File: config.mk
export PLATFORM = sky130hd
export DESIGN_NAME = bus_arbiter
export DESIGN_NICKNAME = d
export VERILOG_FILES = /design/src/rtl/cpu_bus_pkg.sv /design/src/rtl/bus_arbiter.sv
export SDC_FILE = /design/constraint.sdc
export NUM_CORES = 1
export LEC_CHECK = 0
export ABC_CLOCK_PERIOD_IN_PS = 4000
export CAP_MARGIN = 25
export CORE_MARGIN = 3
export CORE_UTILIZATION = 25
export CTS_CLUSTER_SIZE = 40
export DETAILED_ROUTE_END_ITERATION = 12
export GPL_ROUTABILITY_DRIVEN = 0
export PLACE_DENSITY = 0.57
export SYNTH_ARGS = -nofsm -noshare
export SYNTH_HDL_FRONTEND = slang
export SYNTH_SLANG_ARGS = --single-unit
File: constraint.sdc
create_clock -name clk -period 4 [get_ports clk]
set_input_delay 0.6 -clock clk [delete_from_list [all_inputs] [get_ports clk]]
set_output_delay 0.6 -clock clk [all_outputs]
set_load 0.02 [all_outputs]
File: src/rtl/cpu_bus_pkg.sv
// Shared definitions for the CPU/DMA memory bus: owner encoding, burst limits
// and the per-port request bundle.
package cpu_bus_pkg;

   localparam int MAX_BURST_DEF = 4;
   localparam int CNT_W         = 4;
   localparam int AW            = 16;
   localparam int DW            = 16;

   typedef enum logic [1:0] {
      ST_IDLE = 2'b00,
      ST_OWN0 = 2'b01,
      ST_OWN1 = 2'b10
   } state_e;

   typedef enum logic {
      PORT0 = 1'b0,
      PORT1 = 1'b1
   } port_e;

   typedef struct packed {
      logic          req;
      logic          we;
      logic [AW-1:0] addr;
      logic [DW-1:0] wdata;
   } port_req_t;

   function automatic state_e own_state(input port_e p);
      return (p == PORT1) ? ST_OWN1 : ST_OWN0;
   endfunction

   function automatic port_e other_port(input port_e p);
      return (p == PORT1) ? PORT0 : PORT1;
   endfunction

endpackage

File: src/rtl/bus_arbiter.sv
// Two-port (CPU/DMA) arbiter for one shared synchronous RAM with bounded
// bursts, registered grants and tagged read-data return.
module bus_arbiter
   import cpu_bus_pkg::*;
#(
   parameter int MAX_BURST = MAX_BURST_DEF
) (
   input  logic          clk,
   input  logic          rst,
   input  logic          p0_req,
   input  logic          p0_we,
   input  logic [AW-1:0] p0_addr,
   input  logic [DW-1:0] p0_wdata,
   input  logic          p1_req,
   input  logic          p1_we,
   input  logic [AW-1:0] p1_addr,
   input  logic [DW-1:0] p1_wdata,
   output logic          p0_gnt,
   output logic          p1_gnt,
   output logic [DW-1:0] p0_rdata,
   output logic [DW-1:0] p1_rdata,
   output logic          p0_rvalid,
   output logic          p1_rvalid,
   output logic [AW-1:0] mem_addr,
   output logic [DW-1:0] mem_wdata,
   output logic          mem_we,
   input  logic [DW-1:0] mem_rdata,
   output logic [1:0]    owner
);

   localparam logic [CNT_W-1:0] BURST_MAX = CNT_W'(MAX_BURST);

   state_e           state_q, state_d;
   logic [CNT_W-1:0] cnt_q, cnt_d, cnt_inc;
   port_e            last_q, last_d;
   port_e            own_port;
   logic             gnt0_q, gnt1_q;
   logic             rd_pend_q, rd_pend_d;
   port_e            rd_port_q;
   logic [DW-1:0]    rdata0_q, rdata1_q;
   port_req_t        p0_r, p1_r, own_r, oth_r;
   logic             xfer;

   assign p0_r = '{req: p0_req, we: p0_we, addr: p0_addr, wdata: p0_wdata};
   assign p1_r = '{req: p1_req, we: p1_we, addr: p1_addr, wdata: p1_wdata};

   // NOTE: every variable gets a default before the case so no latch is inferred.
   always_comb begin
      own_r    = '0;
      oth_r    = '0;
      own_port = PORT0;
      case (state_q)
         ST_OWN0: begin
            own_r = p0_r;
            oth_r = p1_r;
         end
         ST_OWN1: begin
            own_r    = p1_r;
            oth_r    = p0_r;
            own_port = PORT1;
         end
         default: ;
      endcase
   end

   assign xfer      = own_r.req & (gnt0_q | gnt1_q);
   assign mem_addr  = own_r.addr;
   assign mem_wdata = own_r.wdata;
   assign mem_we    = own_r.we & xfer;
   assign rd_pend_d = xfer & ~own_r.we;

   assign cnt_inc = (cnt_q >= BURST_MAX) ? BURST_MAX : cnt_q + 4'd1;

   always_comb begin
      state_d = state_q;
      cnt_d   = cnt_q;
      last_d  = last_q;
      case (state_q)
         ST_IDLE: begin
            if (p0_req && p1_req) state_d = own_state(other_port(last_q));
            else if (p0_req)      state_d = ST_OWN0;
            else if (p1_req)      state_d = ST_OWN1;
         end
         ST_OWN0, ST_OWN1: begin
            if (!own_r.req)
               state_d = oth_r.req ? own_state(other_port(own_port)) : ST_IDLE;
            else if (oth_r.req && cnt_inc >= BURST_MAX)
               state_d = own_state(other_port(own_port));
            else
               cnt_d = cnt_inc;
         end
         default: state_d = ST_IDLE;
      endcase
      // Any change of owner restarts the burst count.
      if (state_d != state_q) begin
         cnt_d = '0;
         if (state_d == ST_OWN0)      last_d = PORT0;
         else if (state_d == ST_OWN1) last_d = PORT1;
      end
   end

   // NOTE: sequential state uses non-blocking assignments only, so every flop
   // samples the pre-edge values regardless of statement order.
   always_ff @(posedge clk or posedge rst) begin
      if (rst) begin
         state_q   <= ST_IDLE;
         cnt_q     <= '0;
         last_q    <= PORT1;
         gnt0_q    <= 1'b0;
         gnt1_q    <= 1'b0;
         rd_pend_q <= 1'b0;
         rd_port_q <= PORT0;
         rdata0_q  <= '0;
         rdata1_q  <= '0;
      end else begin
         state_q   <= state_d;
         cnt_q     <= cnt_d;
         last_q    <= last_d;
         gnt0_q    <= (state_d == ST_OWN0);
         gnt1_q    <= (state_d == ST_OWN1);
         rd_pend_q <= rd_pend_d;
         rd_port_q <= own_port;
         if (p0_rvalid) rdata0_q <= mem_rdata;
         if (p1_rvalid) rdata1_q <= mem_rdata;
      end
   end

   // The read tag, not the current owner, steers returning data.
   assign p0_rvalid = rd_pend_q & (rd_port_q == PORT0);
   assign p1_rvalid = rd_pend_q & (rd_port_q == PORT1);
   assign p0_rdata  = p0_rvalid ? mem_rdata : rdata0_q;
   assign p1_rdata  = p1_rvalid ? mem_rdata : rdata1_q;

   assign p0_gnt = gnt0_q;
   assign p1_gnt = gnt1_q;
   assign owner  = state_q;

endmodule

==> flow_metrics.py <==
metrics = {
    "worst_hold_path": {
        "hp-class": "reg -> reg",
        "min_from": "last_q$_DFFE_PP1P_",
        "hold_path_end": "last_q$_DFFE_PP1P_",
        "hold_depth": 2,
    },
    "routing": {
        "ant_nets": 0,
        "drt-total-wl_mm": 7.77,
        "drtIter0Drc": 143,
        "drcViolationCount": 0,
        "dr.pass1.iters": 4,
        "post_drt_wl_per_cell_um": 14.9,
        "num_vias": 2416,
        "routed_via_density": 4.63,
    },
    "cts": {
        "root_buffer": "clkbuf_8",
        "cts-resized-gates": 0,
        "cts_buffer_depth": 2,
        "cts_num_sinks": 43,
        "cts_tree": "done",
        "numCtsBuffers": 5,
        "hold_buffers": 0,
        "postCtsSetupBuffers": 0,
        "clkTransAtPathRegs_ps": 70,
        "insertion_delay_ps": 280,
        "cts_max_level": 2,
    },
    "critical_path": {
        "startpoint_type": "flip-flop",
        "crit_family": "buffers and inverters",
        "r2r_start": "owner[1]$_DFF_PP0_",
        "r2r-end": "last_q$_DFFE_PP1P_",
        "critPathMaxFanout": 12,
        "critical_path_class": "reg -> out",
        "timing.critical_path.required_ps": 3400,
        "cp_num_cells": 7,
        "setup.worst_path.end_class": "output pin",
        "cp.arrival_ps": 2650,
        "reg2reg_depth": 10,
        "crit_path_max_incr_delay_ps": 640,
        "slowest_stage": "clkdlybuf4s50_1",
        "critPathBufInv": 2,
        "crit_chain": "inv_1, ha_1, a22oi_2, nor2b_1, o21ai_0, nor2_1, clkdlybuf4s50_1",
        "rrSetupSlack_ps": 1240,
    },
    "sta": {
        "fin_crit_ps": 3250,
        "hold_viol": 0,
        "relSlewSlack": 0.488,
        "period_share": 0.812,
        "tns_ps": 0,
        "finalSetupViolCount": 0,
        "timing.fmax_mhz": 308,
        "rsz0062_at_grt": "false",
        "maxSlewViolCount": 0,
        "fin_worst_skew_ps": 8.15,
        "worst_pin_slew_ps": 766,
    },
    "global_routing": {
        "antenna_found_initial": 0,
        "grt_pass1_vias": 2442,
        "grt_max_degree": 44,
        "grt_pass1_wl_mm": 12.2,
        "grt_usage": 0.132,
        "overflow": 0,
    },
    "floorplan": {
        "rows": 36,
        "die_w_um": 106,
        "die_h_um": 106,
        "start_util": 0.258,
        "ios": 157,
        "die_area_um2": 11300,
        "core_um2": 9770,
    },
    "power_and_ir_drop": {
        "power.leakage_nw": 1.66,
        "irDropWorstVdd_mv": 0.316,
        "power_density_nw_per_um2": 735,
    },
    "job": {
        "maxCapViolCount": 0,
    },
    "place": {
        "hpwl_mm": 6.04,
        "dp_cells": 515,
        "portBuffers": 156,
        "placed_cell_area_um2": 4200,
    },
    "synth": {
        "synth_top_cell_area_share": 0.416,
        "syn_area_per_cell_um2": 10.6,
        "ys.flop_type": "dfrtp_1",
        "async_flop_share": 1.00,
        "netlist.top_cell.by_area": "dfrtp_1",
        "synth-edff-count": 0,
        "ys_top_cells_by_area": "dfrtp_1 42%, mux2_2 14%, a22oi_1 10%, nor2b_1 8.9%, ha_1 3.5%",
        "yosysWarningCount": 0,
        "synth_seq_cells": 43,
        "synth_seq_area_share": 0.427,
        "syn-num-nets": 331,
        "netlist-cell-type-count": 44,
        "syn_area_um2": 2520,
        "postSynthCellCount": 238,
    },
    "finish": {
        "utilization": 0.441,
        "nNetsFinal": 482,
        "final_area_um2": 4310,
        "antenna_cells": 0,
        "synthToLayoutAreaGrowth_pct": 70.6,
        "final_layout_size_suffix_gt1_frac": 0.141,
        "fin_cells": 522,
    },
    "run_status": {
        "status": "finished, final reports clean",
    },
}
[cells in the mapped netlist (2+ instances only)]
cell type,n
nand2b_1,3
a2bb2oi_2,2
ha_1,7
nand2_1,8
a21boi_1,2
o21bai_1,2
o21ai_0,4
clkbuf_1,8
a22oi_1,34
o21ai_1,2
dfrtp_1,42
nor2b_1,36
buf_1,4
buf_6,2
mux2_2,32
a21oi_1,7
nor2_1,8
nor3_1,4
buf_2,2
inv_1,5
[how the worst max path moves through the flow]
stage / startpoint / endpoint
floorplan: owner[1]$_DFF_PP0_ / mem_addr[8]
global placement: p1_req / mem_we
detailed placement: p1_req / mem_we
global route: owner[0]$_DFF_PP0_ / mem_we
finish: owner[0]$_DFF_PP0_ / mem_we
CTS: owner[0]$_DFF_PP0_ / mem_we
[cell families (layout without fill, tap and decap cells)]
family / after synthesis / after routing / share of synthesized area
adders and majority gates: 7 / 7 / 0.0347
buffers and inverters: 23 / 174 / 0.0426
muxes: 33 / 33 / 0.147
DFF: 43 / 43 / 0.427
AOI/OAI and AO/OA: 62 / 62 / 0.184
and+or+nand+nor: 70 / 70 / 0.165
[metrics by stage]
| step | setup slack [ps] | hold WS [ps] | power [mW] |
|---|---|---|---|
| floorplan | 1630 | 448 | 1.99 |
| global placement | 807 | 474 | 2.86 |
| detailed placement | 822 | 480 | 2.87 |
| CTS | 685 | 490 | 3.20 |
| global route | 489 | 509 | 3.38 |
| finish | 751 | 487 | 3.16 |
[worst register-to-register path, stage by stage, from the launching register on]
cell and delay, ps:
dfrtp_1 500, inv_1 130, ha_1 310, buf_4 330
nand2_1 150, nor3_1 290, o21ai_0 180, a21o_1 210
ha_1 270, o21bai_1 180, mux2i_1 150
[layout make-up]
class	instances	area, µm²
sequential	43	1080
timing repair buffer	161	1600
tap	133	166
multi-input combinational	172	1340
clock buffer	6	72.6
inverter	6	22.5
fill	938	5470
clock inverter	1	30.0
[layer usage]
layer  track usage  vias up  wire [µm]
met5             0        -          0
met4        0.0384        0        154
met3        0.0267       15        480
met2         0.207       94       3600
met1         0.184     1152       3530
li1              -     1155          -
[layout by cell type, fill, tap and decap left out, types with 2 or more instances in the layout]
cell,Yosys,layout
a21boi_1,2,2
a21oi_1,7,7
a22oi_1,34,34
a2bb2oi_2,2,2
buf_4,1,5
clkbuf_8,0,5
clkdlybuf4s50_1,0,156
dfrtp_1,42,42
ha_1,7,7
inv_1,5,5
mux2_2,32,32
nand2_1,8,8
nand2b_1,3,3
nor2_1,8,8
nor2b_1,36,36
nor3_1,4,4
o21ai_0,4,4
o21ai_1,2,2
o21bai_1,2,2
[flip-flops by register name, indices dropped and copies added, names as in the netlist]
register	cells
last_q	1
p1_gnt	1
owner	2
rdata0_q	16
rd_port_q	1
rd_pend_q	1
rdata1_q	16
p0_gnt	1
cnt_q	4
[power by group]
part | switching, mW | internal (mW)
Combinational | 1.10 | 1.06
Sequential | 0.0660 | 0.628
Clock | 0.133 | 0.183
Total | 1.30 | 1.87
(Power assumes the default switching activity.)
